[src/rtl/lcd_pkg.sv]
// Shared HD44780 constants, controller/transfer state encoding and small helpers.
// Pure declarations, no timing; imported by the pulse timer and the top controller.
package lcd_pkg;

    localparam logic [7:0] FUNC_8B2L = 8'h38;
    localparam logic [7:0] DISP_ON   = 8'h0E;
    localparam logic [7:0] CLEAR     = 8'h01;
    localparam logic [7:0] HOME      = 8'h02;
    localparam logic [7:0] ENTRY_INC = 8'h06;
    localparam logic [7:0] SET_DDRAM = 8'h80;
    localparam logic [7:0] ROW1_BASE = 8'h40;

    // Controller uses INIT/IDLE/ADDR/XFER; the transfer engine uses IDLE/SETUP/EN_HI/EN_LO.
    typedef enum logic [2:0] {
        ST_INIT,
        ST_IDLE,
        ST_ADDR,
        ST_XFER,
        ST_SETUP,
        ST_EN_HI,
        ST_EN_LO
    } lcd_state_t;

    function automatic logic [7:0] init_cmd(input logic [1:0] idx);
        case (idx)
            2'd0:    return FUNC_8B2L;
            2'd1:    return DISP_ON;
            2'd2:    return CLEAR;
            default: return ENTRY_INC;
        endcase
    endfunction

    function automatic logic is_clr_home(input logic [7:0] d);
        return (d == CLEAR) || (d == HOME);
    endfunction

    function automatic logic [7:0] row_addr(input logic row);
        return SET_DDRAM | (row ? ROW1_BASE : 8'h00);
    endfunction

endpackage

[src/rtl/lcd_pulse_timer.sv]
// One LCD write: SETUP 1 cycle, EN high EN_CYC, EN low GAP_CYC (+CLR_CYC if extra_wait).
// start is only honoured when idle; done is high during the last EN-low cycle.
module lcd_pulse_timer
    import lcd_pkg::*;
#(
    parameter int unsigned EN_CYC  = 50_000,
    parameter int unsigned GAP_CYC = 50_000,
    parameter int unsigned CLR_CYC = 100_000
) (
    input  logic       clk,
    input  logic       rst,
    input  logic       start,
    input  logic [7:0] data,
    input  logic       rs,
    input  logic       extra_wait,
    output logic [7:0] lcd_data,
    output logic       lcd_rs,
    output logic       lcd_en,
    output logic       done
);

    lcd_state_t  phase;
    logic [31:0] cnt;
    logic [31:0] lo_len;

    assign done = (phase == ST_EN_LO) && (cnt == lo_len - 32'd1);

    always_ff @(posedge clk) begin
        if (rst) begin
            phase    <= ST_IDLE;
            cnt      <= '0;
            lo_len   <= '0;
            lcd_en   <= 1'b0;
            lcd_data <= '0;
            lcd_rs   <= 1'b0;
        end else begin
            case (phase)
                ST_IDLE: begin
                    if (start) begin
                        phase    <= ST_SETUP;
                        lcd_data <= data;
                        lcd_rs   <= rs;
                        lo_len   <= 32'(GAP_CYC) + (extra_wait ? 32'(CLR_CYC) : 32'd0);
                        cnt      <= '0;
                    end
                end
                ST_SETUP: begin
                    phase  <= ST_EN_HI;
                    lcd_en <= 1'b1;
                    cnt    <= '0;
                end
                ST_EN_HI: begin
                    if (cnt == 32'(EN_CYC) - 32'd1) begin
                        phase  <= ST_EN_LO;
                        lcd_en <= 1'b0;
                        cnt    <= '0;
                    end else begin
                        cnt <= cnt + 32'd1;
                    end
                end
                ST_EN_LO: begin
                    // Data/RS keep their value after done; only the next start changes them.
                    if (done) begin
                        phase <= ST_IDLE;
                        cnt   <= '0;
                    end else begin
                        cnt <= cnt + 32'd1;
                    end
                end
                default: phase <= ST_IDLE;
            endcase
        end
    end

endmodule

[src/rtl/lcd_hd44780_ctrl.sv]
// HD44780 8-bit write-only driver: power-up init, then one request per handshake with cursor tracking.
// Accept to EN rise is 2 cycles (+EN_CYC+GAP_CYC+2 with an inserted address); req_ready low while busy.
module lcd_hd44780_ctrl
    import lcd_pkg::*;
#(
    parameter int unsigned EN_CYC  = 50_000,
    parameter int unsigned GAP_CYC = 50_000,
    parameter int unsigned CLR_CYC = 100_000,
    parameter int unsigned COLS    = 16,
    parameter int unsigned ROWS    = 2
) (
    input  logic       clk,
    input  logic       rst,
    input  logic       req_valid,
    output logic       req_ready,
    input  logic       req_is_cmd,
    input  logic [7:0] req_data,
    output logic       init_done,
    output logic [7:0] lcd_data,
    output logic       lcd_en,
    output logic       lcd_rw,
    output logic       lcd_rs
);

    lcd_state_t state;
    logic [1:0] init_idx;
    logic       pending;
    logic       row;
    logic [5:0] col;
    logic [7:0] held_char;
    logic       start;
    logic [7:0] s_data;
    logic       s_rs;
    logic       done;
    logic       next_row;

    assign lcd_rw   = 1'b0;
    // Single-row panels always return to row 0; two-row panels alternate.
    assign next_row = (ROWS == 1) ? 1'b0 : ~row;

    lcd_pulse_timer #(
        .EN_CYC (EN_CYC),
        .GAP_CYC(GAP_CYC),
        .CLR_CYC(CLR_CYC)
    ) u_timer (
        .clk       (clk),
        .rst       (rst),
        .start     (start),
        .data      (s_data),
        .rs        (s_rs),
        .extra_wait(!s_rs && is_clr_home(s_data)),
        .lcd_data  (lcd_data),
        .lcd_rs    (lcd_rs),
        .lcd_en    (lcd_en),
        .done      (done)
    );

    always_ff @(posedge clk) begin
        if (rst) begin
            state     <= ST_INIT;
            init_idx  <= '0;
            pending   <= 1'b0;
            row       <= 1'b0;
            col       <= '0;
            held_char <= '0;
            start     <= 1'b0;
            s_data    <= '0;
            s_rs      <= 1'b0;
            req_ready <= 1'b0;
            init_done <= 1'b0;
        end else begin
            start <= 1'b0;
            case (state)
                ST_INIT: begin
                    if (!pending) begin
                        start   <= 1'b1;
                        s_data  <= init_cmd(init_idx);
                        s_rs    <= 1'b0;
                        pending <= 1'b1;
                    end else if (done) begin
                        if (init_idx == 2'd3) begin
                            pending   <= 1'b0;
                            state     <= ST_IDLE;
                            req_ready <= 1'b1;
                            init_done <= 1'b1;
                        end else begin
                            init_idx <= init_idx + 2'd1;
                            start    <= 1'b1;
                            s_data   <= init_cmd(init_idx + 2'd1);
                        end
                    end
                end
                ST_IDLE: begin
                    if (req_valid && req_ready) begin
                        req_ready <= 1'b0;
                        start     <= 1'b1;
                        state     <= ST_XFER;
                        if (req_is_cmd) begin
                            s_data <= req_data;
                            s_rs   <= 1'b0;
                            if (is_clr_home(req_data)) begin
                                row <= 1'b0;
                                col <= '0;
                            end else if (req_data[7]) begin
                                row <= req_data[6];
                                col <= req_data[5:0];
                            end
                        end else if (req_data == 8'h0A) begin
                            s_data <= row_addr(next_row);
                            s_rs   <= 1'b0;
                            row    <= next_row;
                            col    <= '0;
                        end else if (col == 6'(COLS)) begin
                            // Row full: move the DDRAM address first, write the character afterwards.
                            s_data    <= row_addr(next_row);
                            s_rs      <= 1'b0;
                            held_char <= req_data;
                            row       <= next_row;
                            col       <= 6'd1;
                            state     <= ST_ADDR;
                        end else begin
                            s_data <= req_data;
                            s_rs   <= 1'b1;
                            col    <= col + 6'd1;
                        end
                    end
                end
                ST_ADDR: begin
                    if (done) begin
                        start  <= 1'b1;
                        s_data <= held_char;
                        s_rs   <= 1'b1;
                        state  <= ST_XFER;
                    end
                end
                ST_XFER: begin
                    if (done) begin
                        state     <= ST_IDLE;
                        req_ready <= 1'b1;
                    end
                end
                default: state <= ST_INIT;
            endcase
        end
    end

endmodule
[config.mk]
export PLATFORM = sky130hd
export DESIGN_NAME = lcd_hd44780_ctrl
export DESIGN_NICKNAME = d
export VERILOG_FILES = /design/src/rtl/lcd_pkg.sv /design/src/rtl/lcd_pulse_timer.sv /design/src/rtl/lcd_hd44780_ctrl.sv
export SDC_FILE = /design/constraint.sdc
export NUM_CORES = 1
export LEC_CHECK = 0
export CORE_MARGIN = 3
export CORE_UTILIZATION = 45
export CTS_CLUSTER_DIAMETER = 60
export DETAILED_ROUTE_END_ITERATION = 16
export GPL_TIMING_DRIVEN = 0
export PLACE_DENSITY = 0.6
export SLEW_MARGIN = 20
export SYNTH_ARGS = -nofsm -noshare
export SYNTH_HDL_FRONTEND = slang
export SYNTH_HIERARCHICAL = 1
export SYNTH_SLANG_ARGS = --single-unit
[constraint.sdc]
create_clock -name clk -period 10.57 [get_ports clk]
set_input_delay 3.171 -clock clk [delete_from_list [all_inputs] [get_ports clk]]
set_output_delay 3.171 -clock clk [all_outputs]
set_load 0.02 [all_outputs]
==> metrics.yaml <==
min_path_type: "flip-flop to flip-flop"
postCtsSetupBuffers: 0
ir_drop_v: 0.0000992
ant_nets: 0
area_growth_pct: 13.3
top_layer: "met4"
synth_nets: 624
max_clock_freq_ghz: 0.195
grt_antenna_before_repair: 0
vias_per_cell: 5.84
die_w_microns: 109
hold_start: "u_timer/lcd_data[7]$_SDFFE_PP0P_"
crit_fanout: 8
synthMuxAreaShare: 0.0316
dr_wl_met3_microns: 523
async_flop_share: 0
grt_setup_unrepaired: "no"
pre_cts_slack_ns: 5.08
synth.yosys.seq_area_share: 0.337
post-route-min-period_ns: 5.12
finalCritPeriodShare: 0.484
ys.warnings.count: 6
place_congestion: 0.856
num_rows: 36
clockPowerShare: 0.315
leakage_nw: 1.88
layout.cells.most_common: "dfxtp_1"
dominantRegCellSynth: "dfxtp_1"
max_stage_delay_ns: 0.56
p_int_mw: 0.565
grt_pass1_wl_microns: 20800
total_power_mw: 0.858
skew_ns: 0.0128
ios: 25
wl_microns: 12400
swShare: 0.342
synth_area_sq_mm: 0.00475
switchingPower_mw: 0.293
synthAdderAreaFrac: 0.0526
start_util: 0.475
dr_wl_met2_microns: 5930
grtUsageTotal: 0.223
grt_pass1_vias: 4112
drv_cap: 0
antenna_cells: 0
setup_viol: 0
drt-met1-wl_microns: 5730
whs_ns: 0.455
p_comb_frac: 0.287
first_pass_iters: 4
critPathRequiredTime_ns: 10.87
path_clk_slew_ns: 0.09
netlist_instances: 592
holdBufCountCts: 0
final_cell_mix: "dfxtp_1, nand2_1, a21oi_1"
slew_headroom: 0.492
cts_tree: "built"
r2r_start: "u_timer/lo_len[14]$_SDFFE_PP0P_"
cts_resized: 0
status: "finished, final reports clean"
timing.final.ws_setup_ns: 5.45
whs_endpoint: "u_timer/lcd_data[7]$_SDFFE_PP0P_"
synth_cell_types: 65
synth_area_per_cell_sq_um: 8.03
maxSlewViolCount: 0
dieHeight_microns: 109
reg2reg_depth: 14
seqCellArea_sq_mm: 0.00160
slowest_stage: "clkdlybuf4s50_1"
wl_per_cell_microns: 16.3
r2r-end: "s_data[2]$_SDFFE_PP0P_"
holdPathStages: 2
setup_tns_ns: 0
fp.dieArea_sq_mm: 0.0118
synth_edf_count: 0
clock_path_buffers: 2
core_area_sq_mm: 0.0100
crit_type: "input pin to flip-flop"
synth-simple-area-share: 0.281
ys_seq_elements: 80
synth_top_family_by_area: "simple AND/OR/NAND/NOR gates"
numCtsBuffers: 9
synthXorXnorAreaFrac: 0.0258
hold_viol: 0
startpoint_type: "input pin"
worst_slew_pin_slew_ns: 0.760
p_seq_frac: 0.399
multi_input_area_sq_mm: 0.00291
grt_overflow: 0
cellPowerDensity_mw_per_mm2: 159
synth_compound_area_frac: 0.222
r2r_setup_slack_ns: 5.97
num_vias: 4464
clockRootBuffer: "clkbuf_8"
io_buffers: 23
dpl.hpwl_microns: 9190
fin_nets: 658
drc_errors: 0
dr.first_iter.drc_count: 205
grt_max_degree: 15
crit_arrival_ns: 5.42
drive_gt1_frac: 0.0666
cts_htree_levels: 3
critPathCaptureType: "flip-flop"
n_fill_cell: 1006
cts.sinks: 80
crit_chain: "clkdlybuf4s50_1 > nor4b_2 > a31oi_1 > and2_1 > clkbuf_1 > or4_1 > a21oi_1"
clock_latency_ns: 0.37
[layout make-up]
cell class	instances	area share
multi-input cells	462	0.541
repair buffers	23	0.0427
well taps	133	0.0309
flip-flops and latches	80	0.297
clock inverters	5	0.0160
inverters	17	0.0118
plain buffers	33	0.0323
clock buffers	11	0.0281
[per-layer routing]
| metal | vias to the layer above | global-route usage |
|---|---|---|
| li1 | 2236 | - |
| met1 | 2095 | 0.291 |
| met2 | 110 | 0.364 |
| met3 | 23 | 0.0533 |
| met4 | 0 | 0.0694 |
| met5 | - | 0 |
[synthesized netlist by cell type, drive strengths merged (6+ instances only)]
cell | number | share of area
mux2i | 15 | 0.032
a21oi | 61 | 0.064
a31oi | 28 | 0.040
nand4 | 16 | 0.021
nand2 | 65 | 0.051
clkbuf | 25 | 0.020
nor2 | 54 | 0.043
and2 | 7 | 0.0092
buf | 8 | 0.017
xnor2 | 12 | 0.022
dfxtp | 80 | 0.34
nand3b | 6 | 0.0095
nand3 | 28 | 0.029
o21ai | 14 | 0.016
ha | 20 | 0.053
and3 | 13 | 0.017
inv | 17 | 0.013
nor3 | 13 | 0.015
nor2b | 7 | 0.0092
nand2b | 15 | 0.020
[logic make-up after synthesis]
family                     count (synthesis)
muxes                                     15
buffers and inverters                     50
xor gates and xnor gates                  14
adders and majority gates                 20
AOI/OAI and AO/OA                        158
DFF                                       80
other                                      1
and+or+nand+nor                          254
[registers in the layout (all words and copies together) (netlist names), 2 cells and up]
signal	count
held_char	8
s_data	8
u_timer/phase	3
u_timer/lcd_data	8
state	2
u_timer/lo_len	3
u_timer/cnt	32
init_idx	2
col	6
[per-stage QoR]
stage,instances,util,area [sq um]
floorplan,592,-,4750
global placement,748,0.515,5150
detailed placement,748,0.515,5150
CTS,764,0.539,5390
global route,764,0.539,5390
finish,764,0.539,5390
[how the worst max path moves through the flow]
stage | from | end | slack [ns] | depth (start not counted)
final | req_data[2] | row$_SDFFE_PP0P_ | 5.45 | 7
after global placement | req_data[2] | row$_SDFFE_PP0P_ | 5.11 | 7
after detailed placement | req_data[2] | row$_SDFFE_PP0P_ | 5.08 | 7
after CTS | req_data[4] | row$_SDFFE_PP0P_ | 5.49 | 6
after floorplan | req_data[4] | row$_SDFFE_PP0P_ | 5.79 | 5
after global routing | req_data[3] | held_char[5]$_SDFFE_PP0P_ | 5.33 | 6
[critical path, delay by kind of cell]
kind	cells	cell delay, ns
buffers and inverters	2	0.76
AND/OR/NAND/NOR	3	1.12
AO/OA/AOI/OAI	2	0.36
[power by group through the flow]
stage / clock, mW / sequential (mW) / combinational, mW
floorplan: 0 / 0.348 / 0.176
global placement: 0 / 0.348 / 0.241
detailed placement: 0 / 0.349 / 0.244
CTS: 0.277 / 0.342 / 0.245
global route: 0.291 / 0.345 / 0.273
finish: 0.270 / 0.342 / 0.246
(Power assumes the default switching activity.)
